===== src/rtl/jtkunio_pkg.sv =====
// Shared types for the Kunio object DMA path.
// State encoding and default object buffer width.
package jtkunio_pkg;

    localparam int OBJ_AW = 8;

    typedef enum logic [1:0] {
        IDLE = 2'd0,
        REQ  = 2'd1,
        XFER = 2'd2,
        REL  = 2'd3
    } dma_st_e;

endpackage


===== src/rtl/jtkunio_objdma.sv =====
// Object RAM DMA sequencer: takes the CPU bus, copies 2**AW bytes
// from sprite attribute RAM into the object buffer, then gives it back.
module jtkunio_objdma
    import jtkunio_pkg::*;
#(
    parameter int            AW   = OBJ_AW,
    parameter logic [AW-1:0] SRC0 = '0
)(
    input  logic          clk,
    input  logic          rst_n,
    input  logic          cen,
    input  logic          dma_go,
    input  logic          busak_n,
    output logic          busrq,
    output logic [AW-1:0] src_addr,
    input  logic [7:0]    src_data,
    output logic [AW-1:0] buf_addr,
    output logic [7:0]    buf_din,
    output logic          buf_we,
    output logic          busy
);

    localparam logic [AW-1:0] LAST = '1;
    localparam logic [AW-1:0] ONE  = {{(AW-1){1'b0}}, 1'b1};

    dma_st_e       state_q, state_d;
    logic          go_l_q, go_l_d;
    logic          pend_q, pend_d;
    logic          busrq_q, busrq_d;
    logic          busy_q, busy_d;
    logic          rdv_q, rdv_d;
    logic [AW-1:0] cnt_q, cnt_d;
    logic [AW-1:0] src_q, src_d;
    logic [AW-1:0] baddr_q, baddr_d;
    logic [7:0]    bdin_q, bdin_d;
    logic          bwe_q, bwe_d;

    logic          edge_w;
    logic [AW-1:0] nxt_w;

    assign edge_w = dma_go & ~go_l_q;
    assign nxt_w  = cnt_q + ONE;

    // State and datapath registers; reset drops the bus request at once.
    always_ff @(posedge clk or negedge rst_n) begin
        if (!rst_n) begin
            state_q <= IDLE;
            go_l_q  <= 1'b0;
            pend_q  <= 1'b0;
            busrq_q <= 1'b0;
            busy_q  <= 1'b0;
            rdv_q   <= 1'b0;
            cnt_q   <= '0;
            src_q   <= SRC0;
            baddr_q <= '0;
            bdin_q  <= '0;
            bwe_q   <= 1'b0;
        end else begin
            state_q <= state_d;
            go_l_q  <= go_l_d;
            pend_q  <= pend_d;
            busrq_q <= busrq_d;
            busy_q  <= busy_d;
            rdv_q   <= rdv_d;
            cnt_q   <= cnt_d;
            src_q   <= src_d;
            baddr_q <= baddr_d;
            bdin_q  <= bdin_d;
            bwe_q   <= bwe_d;
        end
    end

    // Bus handshake, read pipeline (address now, write next cen) and trigger queue.
    always_comb begin
        state_d = state_q;
        go_l_d  = go_l_q;
        pend_d  = pend_q;
        busrq_d = busrq_q;
        busy_d  = busy_q;
        rdv_d   = rdv_q;
        cnt_d   = cnt_q;
        src_d   = src_q;
        baddr_d = baddr_q;
        bdin_d  = bdin_q;
        bwe_d   = bwe_q;
        if (cen) begin
            go_l_d = dma_go;
            bwe_d  = 1'b0;
            if (edge_w && busy_q) pend_d = 1'b1;
            unique case (state_q)
                IDLE: begin
                    if (edge_w || pend_q) begin
                        if (!edge_w) pend_d = 1'b0;
                        state_d = REQ;
                        busrq_d = 1'b1;
                        busy_d  = 1'b1;
                    end
                end
                REQ: begin
                    if (!busak_n) begin
                        state_d = XFER;
                        cnt_d   = '0;
                        rdv_d   = 1'b1;
                        src_d   = SRC0;
                    end
                end
                XFER: begin
                    if (!busak_n) begin
                        if (rdv_q) begin
                            bwe_d   = 1'b1;
                            baddr_d = cnt_q;
                            bdin_d  = src_data;
                            if (cnt_q == LAST) begin
                                rdv_d = 1'b0;
                            end else begin
                                cnt_d = nxt_w;
                                src_d = SRC0 + nxt_w;
                            end
                        end else begin
                            state_d = REL;
                            busrq_d = 1'b0;
                        end
                    end
                end
                REL: begin
                    if (busak_n) begin
                        state_d = IDLE;
                        busy_d  = 1'b0;
                    end
                end
                default: state_d = IDLE;
            endcase
        end
    end

    assign busrq    = busrq_q;
    assign busy     = busy_q;
    assign src_addr = src_q;
    assign buf_addr = baddr_q;
    assign buf_din  = bdin_q;
    assign buf_we   = bwe_q;

endmodule


===== config.mk =====
export PLATFORM = sky130hd
export DESIGN_NAME = jtkunio_objdma
export DESIGN_NICKNAME = d
export VERILOG_FILES = /design/src/rtl/jtkunio_pkg.sv /design/src/rtl/jtkunio_objdma.sv
export SDC_FILE = /design/constraint.sdc
export NUM_CORES = 1
export LEC_CHECK = 0
export ABC_AREA = 1
export CORE_ASPECT_RATIO = 1.4
export CORE_MARGIN = 2
export CORE_UTILIZATION = 40
export CTS_BUF_LIST = sky130_fd_sc_hd__clkbuf_8
export DETAILED_ROUTE_END_ITERATION = 7
export PLACE_DENSITY = 0.79
export SETUP_SLACK_MARGIN = 0.15
export SLEW_MARGIN = 20
export SYNTH_ARGS = -nofsm -noshare
export SYNTH_HDL_FRONTEND = slang
export SYNTH_SLANG_ARGS = --single-unit

===== constraint.sdc =====
create_clock -name clk -period 2.2 [get_ports clk]
set_input_delay 0.66 -clock clk [delete_from_list [all_inputs] [get_ports clk]]
set_output_delay 0.66 -clock clk [all_outputs]
set_load 0.03 [all_outputs]

==> Word level (Yosys, flattened, before mapping) <==
Cells that the tools add are included.
{ "totals": {"regBits": 32, "in_bits": 13, "out_inout_bits": 27, "wordCells": 66} }
{ "classes": {"n_addsub": 1, "eq_ne": 11, "n_mux": 29, "n_bitwise": 3, "n_reduce_logical": 12} }
{ "op_table": {"columns": ["cell", "n"], "rows": [
  ["$mux W8", 4],
  ["$pmux W8 S2", 1],
  ["$mux W1", 15],
  ["$ne A2 B2 Y1 const B", 7],
  ["$reduce_and A4 Y1", 3],
  ["$reduce_and A6 Y1", 2],
  ["$mux W2", 5],
  ["$add A8 B1 Y8 const B", 1],
  ["$eq A8 B8 Y1 const B", 1],
  ["$pmux W2 S4", 1],
  ["$pmux W1 S2", 3],
  ["$reduce_bool A2 Y1", 3],
  ["$reduce_and A5 Y1", 1],
  ["$eq A2 B2 Y1 const B", 2],
  ["$eq A2 B1 Y1 const B", 1],
  ["$logic_not A2 Y1", 1],
  ["$not A1 Y1", 2],
  ["$and A1 B1 Y1", 1],
  ["$logic_and A1 B1 Y1", 1],
  ["$logic_or A1 B1 Y1", 1]
]} }

==> Logic depth before layout (Yosys ltp) <==
{ "logic_depth": {"depth_word": 7, "depth_mapped": 8, "ltp_nobuf": 8} }

==> Least setup slack after synthesis <==
OpenSTA, ideal clock, no wires.
{ "synth_path": {"kind": "register to register", "startpoint": "register, netlist name src_addr[1]", "endpoint": "register rdv_q", "setup_time_ns": 0.127, "arrival_ns": 1.440, "required_ns": 2.073, "setup_slack_ns": 0.633, "path_stages_with_launch": 8, "path_buffers": 1, "synth_period_minus_slack_ns": 1.567, "path_cell_list": "dfrtp_1 -> ha_1 -> nand2_2 -> nor2_1 -> nand3_1 -> nand3_4 -> buf_6 -> o21ai_0"} }
{ "synth_lines": {"columns": ["element", "line", "text"], "rows": [
  ["end signal: assignment", "jtkunio_objdma.sv:64", "rdv_q <= rdv_d;"],
  ["end: declaration", "jtkunio_objdma.sv:31", "logic rdv_q, rdv_d;"]
]} }

==> Worst setup path after layout <==
{ "layout_path": {"startpoint": "register busy_q, in the netlist busy", "endpoint": "output busy"} }
{ "layout_lines": {"columns": ["element", "line", "text"], "rows": [
  ["start: declaration", "jtkunio_objdma.sv:30", "logic busy_q, busy_d;"],
  ["start signal: assignment", "jtkunio_objdma.sv:63", "busy_q <= busy_d;"],
  ["end: declaration", "jtkunio_objdma.sv:20", "output logic busy"]
]} }
No word-level cell between the ends.

==> flow_metrics.tcl <==
set metrics [dict create \
    layout.cells.non_filler 257 \
    cp_cell_sequence "clkdlybuf4s50_1" \
    core_sq_um 3885 \
    p_int_mw 1.523 \
    worstPathRequired_ps 1540 \
    avgSynthCellArea_sq_um 9.595 \
    synth_flop_cell "dfrtp_1" \
    numPlacedInstances 249 \
    hold_viol_final 0 \
    die_area_sq_um 4510 \
    yosysWarnings 0 \
    drtPass1Iterations 4 \
    dp_hpwl_um 2217 \
    routedWlPerCell_um 11.61 \
    track_usage_pct 14.68 \
    clkLatencyLatePin_ps 270 \
    tns_ps 0 \
    syn_area_sq_um 1593 \
    setup_viol 0 \
    floorplan.initialDensity_pct 41.00 \
    viasPerCell 4.852 \
    root_buffer "clkbuf_8" \
    hold_path_class "reg2reg" \
    combPwrFrac_pct 42.2 \
    power_density_nw_per_um2 1117 \
    synth_cells 166 \
    yosys.cell_types.count 22 \
    pre_cts_ws_ps 103.5 \
    setup.worst_path.class "reg2out" \
    clkTransAtPathRegs_ps 60 \
    worstSetupEndpointType "primary output" \
    drt-total-wl_um 2984 \
    post_cts_buffers 0 \
    num_antenna_cells 0 \
    die_h_um 78.67 \
    min_period_ps 1990 \
    ys_seq_elements 32 \
    area_delta_synth_final_pct 35.35 \
    die_w_um 57.33 \
    gp_congestion 0.7694 \
    synth.area.top_cells "dfrtp_1 50%, nand2_1 11%, mux2_4 8.5%, ha_1 4.7%, o21ai_0 4.4%" \
    fmax_mhz 502.5 \
    yosysTopAreaCell "dfrtp_1" \
    rows 27 \
    grt_use_met3_pct 2.965 \
    cpPeakStageDelay_ps 680 \
    startpoint_type "flop" \
    use_met2_pct 26.09 \
    setup_ws_ps 209.8 \
    worstPathArrival_ps 1330 \
    vias 1247 \
    cts_sinks 32 \
    nets 232 \
    maxCapViolCount 0 \
    critPathMaxFanout 3 \
    clockBufferDepth 2 \
    utilization_pct 55.49 \
    drt_iter0_drc 36 \
    min_period_over_period_pct 90.46 \
    status "finished, final reports clean" \
    rsz0062_at_grt "no" \
    drive_gt1_share_pct 16.36 \
    synthArstFlopShare_pct 100.0 \
    overflow 0 \
    grt_pass1_vias 1238 \
    yosysSeqAreaShare_pct 50.27 \
    p_switching_mw 0.8859 \
    slew_violations 0 \
    io_pins 40 \
    numCtsBuffers 5 \
    htreeDepth 2 \
    worst_pin_slew_ps 407.2 \
    met1_usage_pct 16.28 \
    grt_max_degree 33 \
    worst_path_max_delay_cell "clkdlybuf4s50_1" \
    slew_headroom_pct 72.85 \
    seq_power_share_pct 35.4 \
    synth-edff-count 0 \
    pwr-share-clk_pct 22.4 \
    skew_ps 2.246 \
    p_leak_nw 1.028 \
    synth_top_cell_area_share_pct 50.27 \
    drtAntennaViolNets 0 \
    grt_antenna_before_repair 0 \
    grt_pass1_wl_um 5202 \
    power.ir.vdd_worst_uv 747.1 \
    synth_nets 185 \
    whs_ps 485.3 \
    netSwitchingFraction_pct 36.78 \
    n_fill_cell 335 \
    globalRoute.busiestLayer "met2" \
    io_buffer_count 39 \
    cts_tree "yes" \
    crit_family "buffers and inverters" \
    crit_buf_inv 1 \
    drcViolationCount 0 \
]
[placed cells by master (no fill, tap or decap), types with 6 or more instances in the layout]
master	Yosys	final
ha_1	6	6
mux2_4	9	9
nand3_1	12	12
dlygate4sd2_1	0	6
inv_1	13	14
clkdlybuf4s50_1	0	33
nor2_1	10	10
nand2_1	45	45
dfrtp_1	32	32
o21ai_0	14	14
[cell usage after synthesis, types with 3 or more instances]
| library cell | number |
|---|---|
| nand2_1 | 45 |
| dfrtp_1 | 32 |
| o21ai_0 | 14 |
| inv_1 | 13 |
| nand3_1 | 12 |
| nor2_1 | 10 |
| mux2_4 | 9 |
| ha_1 | 6 |
| o21ai_2 | 5 |
| a21oi_1 | 3 |
[per-layer routing]
metal,wire length (um),vias to the layer above,part of all wire (%)
li1,-,637,-
met1,1221,577,41
met2,1595,27,53
met3,104,6,3.5
met4,63,0,2.1
met5,0,-,0
[registers in the layout (all words and copies together), names as in the netlist, 2 cells and up]
register  count
buf_addr      8
state_q       2
src_addr      8
buf_din       8
[what timing repair did]
item	in CTS	in global routing
hold buffers	0	0
setup endpoints to repair	6	0
gates resized for setup	6	0
[final timing paths]
check | start | to | slack [ps] | cells after the start
worst max-delay path | busy$_DFFE_PN0P_ | busy | 210 | 1
worst min-delay path | buf_addr[3]$_DFFE_PN0P_ | buf_addr[3]$_DFFE_PN0P_ | 490 | 2
worst max register to register | state_q[0]$_DFFE_PN0P_ | src_addr[4]$_DFFE_PN0P_ | 400 | 7
worst min register to register | buf_addr[3]$_DFFE_PN0P_ | buf_addr[3]$_DFFE_PN0P_ | 490 | 2
max in group asynchronous | rst_n | buf_addr[5]$_DFFE_PN0P_ | 1130 | 2
min in group asynchronous | rst_n | busrq$_DFFE_PN0P_ | 780 | 2
[power groups by stage]
stage                     logic (mW)  clock network (mW)  registers (mW)
final                           1.02               0.540           0.853
after global routing            1.11               0.577           0.875
after detailed placement        1.03                   0           0.864
after floorplan                0.450                   0            1.08
after CTS                       1.03               0.556           0.854
after global placement          1.01                   0           0.863
[kinds of logic after synthesis]
kind of cell / count (synthesis) / synth area share, %
adder cells (fa/ha/maj): 6 / 4.713
multiplexers: 11 / 9.898
buffers and inverters: 19 / 5.499
AND/OR/NAND/NOR: 71 / 19.40
AO/OA/AOI/OAI: 27 / 10.21
flip-flops: 32 / 50.28
[per-stage QoR]
| step | area (sq um) | power, mW |
|---|---|---|
| after global routing | 2156 | 2.567 |
| after global placement | 2056 | 1.872 |
| after CTS | 2156 | 2.442 |
| after detailed placement | 2056 | 1.898 |
| final | 2156 | 2.409 |
| after floorplan | 1593 | 1.528 |
[cell type report]
cell class	instances	area [sq um]	area share (%)
Sequential cell	32	800.8	37.14
Clock buffer	5	68.82	3.192
Inverter	15	56.30	2.612
Multi-Input combinational cell	115	704.4	32.68
Timing Repair Buffer	44	432.9	20.08
Clock inverter	3	38.79	1.799
Tap cell	43	53.80	2.496
No activity file was read; power rests on OpenSTA's default activity.
